## config.mk

```make
export PLATFORM = sky130hd
export DESIGN_NAME = combo_sweeper_flat
export DESIGN_NICKNAME = d
export VERILOG_FILES = /design/src/rtl/combo_sweeper_if.sv /design/src/rtl/combo_sweeper.sv /design/src/flat_wrapper.sv
export SDC_FILE = /design/constraint.sdc
export NUM_CORES = 1
export LEC_CHECK = 0
export ABC_CLOCK_PERIOD_IN_PS = 4220
export BUFFER_PORTS_ARGS = -buffer_cell sky130_fd_sc_hd__buf_2
export CAP_MARGIN = 20
export CELL_PAD_IN_SITES_DETAIL_PLACEMENT = 2
export CELL_PAD_IN_SITES_GLOBAL_PLACEMENT = 2
export CORE_MARGIN = 5
export CORE_UTILIZATION = 37
export DETAILED_ROUTE_END_ITERATION = 16
export PLACE_DENSITY = 0.85
export SLEW_MARGIN = 30
export SYNTH_ARGS = -nofsm -noshare
export SYNTH_HDL_FRONTEND = slang
export SYNTH_SLANG_ARGS = --single-unit
```

## constraint.sdc

```tcl
create_clock -name Clock -period 4.22 [get_ports Clock]
set_input_delay 0.844 -clock Clock [delete_from_list [all_inputs] [get_ports Clock]]
set_output_delay 0.844 -clock Clock [all_outputs]
set_load 0.02 [all_outputs]
```

## src/rtl/combo_sweeper_if.sv

```systemverilog
// Bundle of signals between the combination sweeper (master side) and
// the combination lock plus its controlling host (slave side).
interface combo_sweeper_if;
    logic       start;
    logic       lock_open;
    logic       lock_fail;
    logic [3:0] combo;
    logic       enter;
    logic       busy;
    logic       done;
    logic       found;
    logic [3:0] found_combo;
    logic [4:0] attempts;

    modport master (
        input  start, lock_open, lock_fail,
        output combo, enter, busy, done, found, found_combo, attempts
    );

    modport slave (
        output start, lock_open, lock_fail,
        input  combo, enter, busy, done, found, found_combo, attempts
    );
endinterface

```

## src/rtl/combo_sweeper.sv

```systemverilog
// Automatic entry sequencer for the combination lock. Presents combos
// 0..15 in turn, pulses enter, and waits for the lock's verdict. Stops on
// the first combination that opens the lock or after all 16 have failed.
// Every output comes straight from a flop. SETTLE_CYC, ENTER_HIGH and
// TIMEOUT must each be at least 1.
module combo_sweeper #(
    parameter int SETTLE_CYC = 4,
    parameter int ENTER_HIGH = 3,
    parameter int TIMEOUT    = 16
) (
    input  logic                   Clock,
    input  logic                   Resetn,
    combo_sweeper_if.master        bus
);

    localparam int MAX_A = (SETTLE_CYC > ENTER_HIGH) ? SETTLE_CYC : ENTER_HIGH;
    localparam int MAX_P = (MAX_A > TIMEOUT) ? MAX_A : TIMEOUT;
    // The counter only ever reaches MAX_P-1 before it is cleared.
    localparam int CW    = (MAX_P > 1) ? $clog2(MAX_P) : 1;

    localparam logic [CW-1:0] SETTLE_LAST  = CW'(SETTLE_CYC - 1);
    localparam logic [CW-1:0] ENTER_LAST   = CW'(ENTER_HIGH - 1);
    localparam logic [CW-1:0] TIMEOUT_LAST = CW'(TIMEOUT - 1);

    typedef enum logic [2:0] {
        S_IDLE,
        S_SETUP,
        S_PULSE,
        S_WAIT,
        S_DONE
    } state_t;

    state_t          state_q, state_d;
    logic [CW-1:0]   cnt_q, cnt_d;
    logic [3:0]      combo_q, combo_d;
    logic            enter_q, enter_d;
    logic            busy_q, busy_d;
    logic            done_q, done_d;
    logic            found_q, found_d;
    logic [3:0]      found_combo_q, found_combo_d;
    logic [4:0]      attempts_q, attempts_d;
    logic            resolve;

    // Next-state and next-output logic for the sweep sequencer.
    always_comb begin
        // NOTE: every signal gets a default first so no path through the
        // case leaves one unassigned, which would infer a latch.
        state_d       = state_q;
        cnt_d         = cnt_q;
        combo_d       = combo_q;
        busy_d        = busy_q;
        done_d        = done_q;
        found_d       = found_q;
        found_combo_d = found_combo_q;
        attempts_d    = attempts_q;
        resolve       = 1'b0;

        case (state_q)
            S_IDLE, S_DONE: begin
                if (bus.start) begin
                    state_d       = S_SETUP;
                    cnt_d         = '0;
                    combo_d       = 4'd0;
                    attempts_d    = 5'd0;
                    done_d        = 1'b0;
                    found_d       = 1'b0;
                    found_combo_d = 4'd0;
                    busy_d        = 1'b1;
                end
            end
            S_SETUP: begin
                if (cnt_q == SETTLE_LAST) begin
                    state_d    = S_PULSE;
                    cnt_d      = '0;
                    attempts_d = attempts_q + 5'd1;
                end else begin
                    cnt_d = cnt_q + CW'(1);
                end
            end
            S_PULSE: begin
                // An early verdict is honoured exactly as it would be in WAIT.
                if (bus.lock_open || bus.lock_fail) begin
                    resolve = 1'b1;
                end else if (cnt_q == ENTER_LAST) begin
                    state_d = S_WAIT;
                    cnt_d   = '0;
                end else begin
                    cnt_d = cnt_q + CW'(1);
                end
            end
            S_WAIT: begin
                // A silent lock is treated as a rejection once TIMEOUT expires.
                if (bus.lock_open || bus.lock_fail || cnt_q == TIMEOUT_LAST) begin
                    resolve = 1'b1;
                end else begin
                    cnt_d = cnt_q + CW'(1);
                end
            end
            default: begin
                state_d = S_IDLE;
                cnt_d   = '0;
            end
        endcase

        if (resolve) begin
            cnt_d = '0;
            if (bus.lock_open) begin
                // Open wins when both verdicts arrive together.
                state_d       = S_DONE;
                found_d       = 1'b1;
                found_combo_d = combo_q;
                done_d        = 1'b1;
                busy_d        = 1'b0;
            end else if (combo_q == 4'd15) begin
                state_d = S_DONE;
                done_d  = 1'b1;
                busy_d  = 1'b0;
            end else begin
                state_d = S_SETUP;
                combo_d = combo_q + 4'd1;
            end
        end

        // Registering enter from the next state keeps it high for exactly
        // the cycles spent in PULSE, with no input-to-output path.
        enter_d = (state_d == S_PULSE);
    end

    // State and output registers; reset aborts a sweep and drops enter at once.
    always_ff @(posedge Clock or negedge Resetn) begin
        if (!Resetn) begin
            state_q       <= S_IDLE;
            cnt_q         <= '0;
            combo_q       <= 4'd0;
            enter_q       <= 1'b0;
            busy_q        <= 1'b0;
            done_q        <= 1'b0;
            found_q       <= 1'b0;
            found_combo_q <= 4'd0;
            attempts_q    <= 5'd0;
        end else begin
            // NOTE: non-blocking assignments so every flop updates from the
            // values present before the edge.
            state_q       <= state_d;
            cnt_q         <= cnt_d;
            combo_q       <= combo_d;
            enter_q       <= enter_d;
            busy_q        <= busy_d;
            done_q        <= done_d;
            found_q       <= found_d;
            found_combo_q <= found_combo_d;
            attempts_q    <= attempts_d;
        end
    end

    assign bus.combo       = combo_q;
    assign bus.enter       = enter_q;
    assign bus.busy        = busy_q;
    assign bus.done        = done_q;
    assign bus.found       = found_q;
    assign bus.found_combo = found_combo_q;
    assign bus.attempts    = attempts_q;

endmodule
```

## src/flat_wrapper.sv

```systemverilog
// flat-port wrapper written by rule: the top's interface ports become plain ports
module combo_sweeper_flat 
#(
    parameter int SETTLE_CYC = 4,
    parameter int ENTER_HIGH = 3,
    parameter int TIMEOUT    = 16
)
  (Clock, Resetn, bus_start, bus_lock_open, bus_lock_fail, bus_combo, bus_enter, bus_busy, bus_done, bus_found, bus_found_combo, bus_attempts);
  combo_sweeper_if bus_i ();
  input  logic Clock;
  input  logic Resetn;
  input wire logic [$bits(bus_i.start)-1:0] bus_start;
  input wire logic [$bits(bus_i.lock_open)-1:0] bus_lock_open;
  input wire logic [$bits(bus_i.lock_fail)-1:0] bus_lock_fail;
  output wire logic [$bits(bus_i.combo)-1:0] bus_combo;
  output wire logic [$bits(bus_i.enter)-1:0] bus_enter;
  output wire logic [$bits(bus_i.busy)-1:0] bus_busy;
  output wire logic [$bits(bus_i.done)-1:0] bus_done;
  output wire logic [$bits(bus_i.found)-1:0] bus_found;
  output wire logic [$bits(bus_i.found_combo)-1:0] bus_found_combo;
  output wire logic [$bits(bus_i.attempts)-1:0] bus_attempts;
  assign bus_i.start = bus_start;
  assign bus_i.lock_open = bus_lock_open;
  assign bus_i.lock_fail = bus_lock_fail;
  assign bus_combo = bus_i.combo;
  assign bus_enter = bus_i.enter;
  assign bus_busy = bus_i.busy;
  assign bus_done = bus_i.done;
  assign bus_found = bus_i.found;
  assign bus_found_combo = bus_i.found_combo;
  assign bus_attempts = bus_i.attempts;
  combo_sweeper #(.SETTLE_CYC(SETTLE_CYC), .ENTER_HIGH(ENTER_HIGH), .TIMEOUT(TIMEOUT)) u_core (.Clock(Clock), .Resetn(Resetn), .bus(bus_i));
endmodule
```

==> impl_metrics.env, run 1 <==
export IMPL_maxSlewHeadroom_pct=52.1
export IMPL_dr_pass1_iters=4
export IMPL_switching_share_pct=40.7
export IMPL_synth_fp_nets=132
export IMPL_async_flop_share_pct=100
export IMPL_final_area_mm2=0.00145
export IMPL_fin_nets=155
export IMPL_die_area_mm2=0.00466
export IMPL_worst_slew_pin_slew_ns=0.713
export IMPL_cts_path_max_buffers=2
export IMPL_antennaDiodeCount=0
export IMPL_overflow=0
export IMPL_cts_sinks=24
export IMPL_ys_seq_area_share_pct=47.8
export IMPL_worstPathMaxFanout=15
export IMPL_synth_cell_type_count=41
export IMPL_combPwrFrac_pct=39.6
export IMPL_worstPathRequired_ns=4.43
export IMPL_critPathKind="in2reg"
export IMPL_stdcell_count=191
export IMPL_startpoint_type="primary input"
export IMPL_grt_start_max_net_pins=25
export IMPL_ioPinCount=22
export IMPL_io_buffers=21
export IMPL_drv_slew=0
export IMPL_cts_made_buffers=3
export IMPL_gp_congestion=0.745
export IMPL_wl_um=3350
export IMPL_synth_ff_type="dfrtp_1"
export IMPL_crit_start="bus_lock_open"
export IMPL_hold_path_class="in2async"
export IMPL_setup_tns_ns=0
export IMPL_cts_resized=0
export IMPL_syn_area_per_cell_um2=10.2
export IMPL_switching_power_w=0.000354
export IMPL_clockRootBuffer="clkbuf_4"
export IMPL_cts_tree="yes"
export IMPL_track_usage_pct=16.5
export IMPL_yosys_register_bits=24
export IMPL_synth_enable_flop_cells=0
export IMPL_syn_area_mm2=0.00126
export IMPL_ctsHoldBuffers=0
export IMPL_antenna_left=0
export IMPL_core_mm2=0.00331
export IMPL_syn_inst=123
export IMPL_initial_utilization_pct=37.9
export IMPL_htreeDepth=1
export IMPL_cellLeakagePower_nw=0.741
export IMPL_status="completed"
export IMPL_dp_cells=187
export IMPL_area_growth_pct=15.5
export IMPL_p_per_area_mw_per_mm2=599
export IMPL_arrival_ns=2.12
export IMPL_clk_pin_slew_worst_paths_ns=0.15
export IMPL_p_int_w=0.000516
export IMPL_max_cap_violations=0
export IMPL_dieHeight_um=68.3
export IMPL_grt_setup_unrepaired="no"
export IMPL_row_count=21
export IMPL_grt_pass1_wl_um=5780
export IMPL_yosys_warnings=0
export IMPL_min_period_over_period_pct=45.2
export IMPL_final_util_pct=43.8
export IMPL_cp_end_kind="flip-flop"
export IMPL_post_route_drc_count=0
export IMPL_die_w_um=68.3
export IMPL_via_per_inst=5.35
export IMPL_final_layout_size_suffix_gt1_share_pct=24.8
export IMPL_post_dp_cell_area_mm2=0.00140
export IMPL_clkPwrFrac_pct=19.6
export IMPL_hold_viol=0
export IMPL_power_frac_seq_pct=40.8
export IMPL_detailed_place_hpwl_um=2490
export IMPL_grt_pass1_vias=1173
export IMPL_antenna_found_initial=0
export IMPL_r2r_start="u_core.cnt_q[0]"
export IMPL_dr_first_iter_drc_count=49
export IMPL_avgRoutedWirePerCell_um=17.6
export IMPL_vias=1021
export IMPL_ir_drop_v=0.000182
export IMPL_clock_fmax_ghz=0.524
export IMPL_fin_worst_skew_ns=0.00799
export IMPL_finalSetupViolations=0
export IMPL_cts_setup_buffers=0
export IMPL_finalCriticalPeriod_ns=1.91
export IMPL_insertion_delay_ns=0.32
## layout by cell type (no fill, tap or decap), types with 4 or more instances in the layout
cell type  count
dfrtp_1       24
buf_2         21
nand2_1       14
nor2_1        11
nand3_1       11
o21ai_0        7
a21o_1         5
and2_1         4
inv_1          4
ha_1           4
## worst paths after layout
check	slack [ns]	cells after the start	endpoint
min reg2reg	0.50	1	u_core.bus.done
min in group Clock	0.50	1	u_core.bus.done
min	0.49	1	u_core.bus.attempts[1]
max reg2reg	2.34	5	u_core.bus.combo[2]
max in group asynchronous	3.36	1	u_core.state_q[1]
max	2.31	5	u_core.bus.combo[2]
## registers in the layout, indices dropped and copies added, names as in the netlist
name                    count
u_core.cnt_q                4
u_core.state_q              3
u_core.bus.combo            4
u_core.bus.enter            1
u_core.bus.found_combo      4
u_core.bus.found            1
u_core.bus.done             1
u_core.bus.attempts         5
u_core.bus.busy             1
## stage by stage
stage / worst slack [ns] / hold slack [ns] / power [W]
floorplan: 2.39 / 0.497 / 0.000601
global placement: 2.07 / 0.457 / 0.000677
detailed placement: 1.95 / 0.469 / 0.000706
CTS: 2.30 / 0.493 / 0.000883
global route: 2.13 / 0.511 / 0.000935
finish: 2.31 / 0.488 / 0.000870
## power groups by stage
stage,sequential [W],clock [W],combinational [W]
6_report,0.000355,0.000171,0.000344
5_1_grt,0.000364,0.000188,0.000383
4_1_cts,0.000355,0.000177,0.000351
3_5_place_dp,0.000359,0,0.000347
3_3_place_gp,0.000352,0,0.000324
2_1_floorplan,0.000380,0,0.000221
## synthesized netlist by cell type, types with 2 or more instances
library cell,count,area (µm²)
a21o_1,5,37.5
a31oi_1,2,12.5
and2_1,4,25.0
dfrtp_1,24,601
ha_1,4,50.1
inv_1,4,15.0
mux2i_1,2,20.0
nand2_1,14,52.6
nand3_1,11,55.1
nor2_1,11,41.3
nor3b_1,3,22.5
o211ai_1,2,15.0
o21ai_0,7,35.0
o21ai_2,2,17.5
xor2_1,2,17.5
## routing by layer
layer	GRT usage, %	vias to the layer above	part of all wire (%)
met3	2.79	2	2.6
li1	-	486	-
met5	0	-	0
met4	3.72	0	0.45
met1	22.0	518	48
met2	27.7	15	49
## final cells by class
class,instances,area [µm²]
sequential,24,601
tap,46,57.6
multi-input combinational,92,621
clock buffer,3,22.5
timing repair buffer,21,105
inverter,4,15.0
clock inverter,1,30.0
fill,387,1860
## worst max-delay path: stages
cell	delay, ns
buf_2	0.18
nor2_1	0.11
o22ai_2	0.53
nor4bb_1	0.34
a211oi_2	0.11
## logic make-up (layout without fill, tap and decap cells)
kind of cell / after synthesis / after routing / synth area share (%)
flops: 24 / 24 / 47.8
fa+ha+maj: 4 / 4 / 3.98
mux: 2 / 2 / 1.59
simple gates: 55 / 55 / 24.0
xor+xnor: 2 / 2 / 1.39
compound gates: 29 / 29 / 18.4
buf+inv: 7 / 29 / 2.79
Note: power is estimated with default switching activity, not from simulation.
==> run 2: changes to the inputs <==
--- a/config.mk
+++ b/config.mk
@@ -5,15 +5,15 @@
 export SDC_FILE = /design/constraint.sdc
 export NUM_CORES = 1
 export LEC_CHECK = 0
-export ABC_CLOCK_PERIOD_IN_PS = 4220
+export ABC_CLOCK_PERIOD_IN_PS = 1800
 export BUFFER_PORTS_ARGS = -buffer_cell sky130_fd_sc_hd__buf_2
 export CAP_MARGIN = 20
 export CELL_PAD_IN_SITES_DETAIL_PLACEMENT = 2
 export CELL_PAD_IN_SITES_GLOBAL_PLACEMENT = 2
 export CORE_MARGIN = 5
-export CORE_UTILIZATION = 37
+export CORE_UTILIZATION = 34
 export DETAILED_ROUTE_END_ITERATION = 16
-export PLACE_DENSITY = 0.85
+export PLACE_DENSITY = 0.79
 export SLEW_MARGIN = 30
 export SYNTH_ARGS = -nofsm -noshare
 export SYNTH_HDL_FRONTEND = slang
==> constraint.sdc (replaced) <==
create_clock -name Clock -period 1.8 [get_ports Clock]
set_input_delay 0.36 -clock Clock [delete_from_list [all_inputs] [get_ports Clock]]
set_output_delay 0.36 -clock Clock [all_outputs]
set_load 0.02 [all_outputs]
==> impl_metrics.env, run 2 (synthesized netlist as in run 1, its figures left out) <==
export IMPL_ctsHoldBuffers=0
export IMPL_ioPinCount=22
export IMPL_grt_pass1_vias=1212
export IMPL_insertion_delay_ns=0.27
export IMPL_antenna_left=0
export IMPL_via_per_inst=5.23
export IMPL_antenna_found_initial=0
export IMPL_grt_start_max_net_pins=25
export IMPL_arrival_ns=1.96
export IMPL_final_util_pct=42.9
export IMPL_cts_path_max_buffers=2
export IMPL_clk_pin_slew_worst_paths_ns=0.09
export IMPL_clock_fmax_ghz=0.565
export IMPL_p_per_area_mw_per_mm2=1480
export IMPL_largest_reg_flops=5
export IMPL_grt_util_met1_pct=18.0
export IMPL_final_layout_size_suffix_gt1_share_pct=31.6
export IMPL_status="completed"
export IMPL_maxSlewHeadroom_pct=62.2
export IMPL_startpoint_type="flip-flop"
export IMPL_worstPathCellList="buf_4 -> ha_1 -> nor3b_1 -> o32a_4 -> or2_4 -> o21ai_2"
export IMPL_critPathKind="reg2reg"
export IMPL_grt_most_used_layer="met2"
export IMPL_overflow=0
export IMPL_post_dp_cell_area_mm2=0.00143
export IMPL_max_cap_violations=0
export IMPL_cts_made_buffers=3
export IMPL_use_met2_pct=30.0
export IMPL_post_route_drc_count=0
export IMPL_dr_first_iter_drc_count=9
export IMPL_dieHeight_um=70.8
export IMPL_ir_drop_v=0.000530
export IMPL_io_buffers=21
export IMPL_track_usage_pct=15.8
export IMPL_crit_path_top_delay_cell="dfrtp_1"
export IMPL_wl_um=3800
export IMPL_gp_congestion=0.850
export IMPL_finalSetupViolations=0
export IMPL_cp_end_kind="flip-flop"
export IMPL_fin_worst_skew_ns=0.00489
export IMPL_finalCriticalPeriod_ns=1.77
export IMPL_critPathMaxStageDelay_ns=0.44
export IMPL_drv_slew=0
export IMPL_hold_path_class="in2async"
export IMPL_htreeDepth=1
export IMPL_stdcell_count=203
export IMPL_hold_viol=0
export IMPL_use_met3_pct=2.27
export IMPL_avgRoutedWirePerCell_um=18.7
export IMPL_vias=1061
export IMPL_worstPathMaxFanout=4
export IMPL_dr_pass1_iters=4
export IMPL_mostFrequentLayoutCells="dfrtp_1 (23), buf_2 (21), nand2_1 (14)"
export IMPL_antennaDiodeCount=0
export IMPL_clockRootBuffer="clkbuf_8"
export IMPL_worstPathRequired_ns=1.99
export IMPL_cts_tree="yes"
export IMPL_dp_cells=193
export IMPL_initial_utilization_pct=34.6
export IMPL_row_count=22
export IMPL_fin_nets=165
export IMPL_setup_slack_ns=0.0295
export IMPL_worst_slew_pin_slew_ns=0.567
export IMPL_die_w_um=70.8
export IMPL_detailed_place_hpwl_um=2710
export IMPL_grt_pass1_wl_um=6160
export IMPL_die_area_mm2=0.00501
export IMPL_final_common_cell="dfrtp_1"
export IMPL_core_mm2=0.00363
export IMPL_final_area_mm2=0.00156
export IMPL_post_place_ws_ns=-0.0678
export IMPL_min_period_over_period_pct=98.4
export IMPL_cellLeakagePower_nw=0.798
export IMPL_cts_sinks=24
export IMPL_area_growth_pct=24.0
-- run 2: cell types whose count changed in the layout (fill, tap and decap cells not counted), sizes merged --
cell | before | now
buf | 21 | 31
-- run 2: per-layer routing --
layer	vias to the layer above	part of all wire, %
li1	501	-
met1	536	42
met2	19	54
met3	5	2.8
met4	0	1.4
met5	-	0
-- run 2: where the power goes --
group	switching (W)	leakage [nW]	internal, W	total (W)
sequential	0.000176	0.320	0.000665	0.000842
combinational	0.000561	0.442	0.000419	0.000981
clock	0.000185	0.0357	0.000298	0.000483
-- run 2: metrics by stage --
stage	TNS (ns)	total power (W)	hold slack, ns
after floorplan	0	0.00141	0.0644
after global placement	0	0.00164	0.387
after CTS	0	0.00226	0.0835
after global routing	-0.101	0.00246	0.112
after detailed placement	-0.0726	0.00172	0.391
final	0	0.00231	0.0735
-- run 2: what timing repair did --
action / 4_1_cts / 5_1_grt
pin swaps: 0 / 1
buffers inserted: 1 / 5
gates resized for setup: 1 / 2
setup endpoints to repair: 3 / 15
-- run 2: final cells by class --
class / count / area (µm²)
fillers: 410 / 2080
multi-input cells: 92 / 629
flip-flops and latches: 24 / 602
repair buffers: 31 / 180
inverters: 4 / 15.0
well taps: 48 / 60.1
clock inverters: 1 / 30.0
clock buffers: 3 / 41.3
-- run 2: worst paths after layout --
check,startpoint,end,slack [ns],depth (start not counted)
worst max-delay path,u_core.cnt_q[1],u_core.cnt_q[0],0.03,6
worst min-delay path,Resetn,u_core.bus.attempts[1],0.07,1
worst max register to register,u_core.cnt_q[1],u_core.cnt_q[0],0.03,6
worst min register to register,u_core.bus.found,u_core.bus.found,0.49,1
max in group asynchronous,Resetn,u_core.cnt_q[0],1.33,1
min in group Clock,bus_lock_open,u_core.bus.found_combo[2],0.44,3
-- run 2: worst max-delay path, delay by kind of cell, from the launching register on --
| kind | cells | cell delay [ns] |
|---|---|---|
| AOI/OAI and AO/OA | 2 | 0.51 |
| adders and majority gates | 1 | 0.16 |
| buffers and inverters | 1 | 0.16 |
| DFF | 1 | 0.44 |
| and+or+nand+nor | 2 | 0.43 |
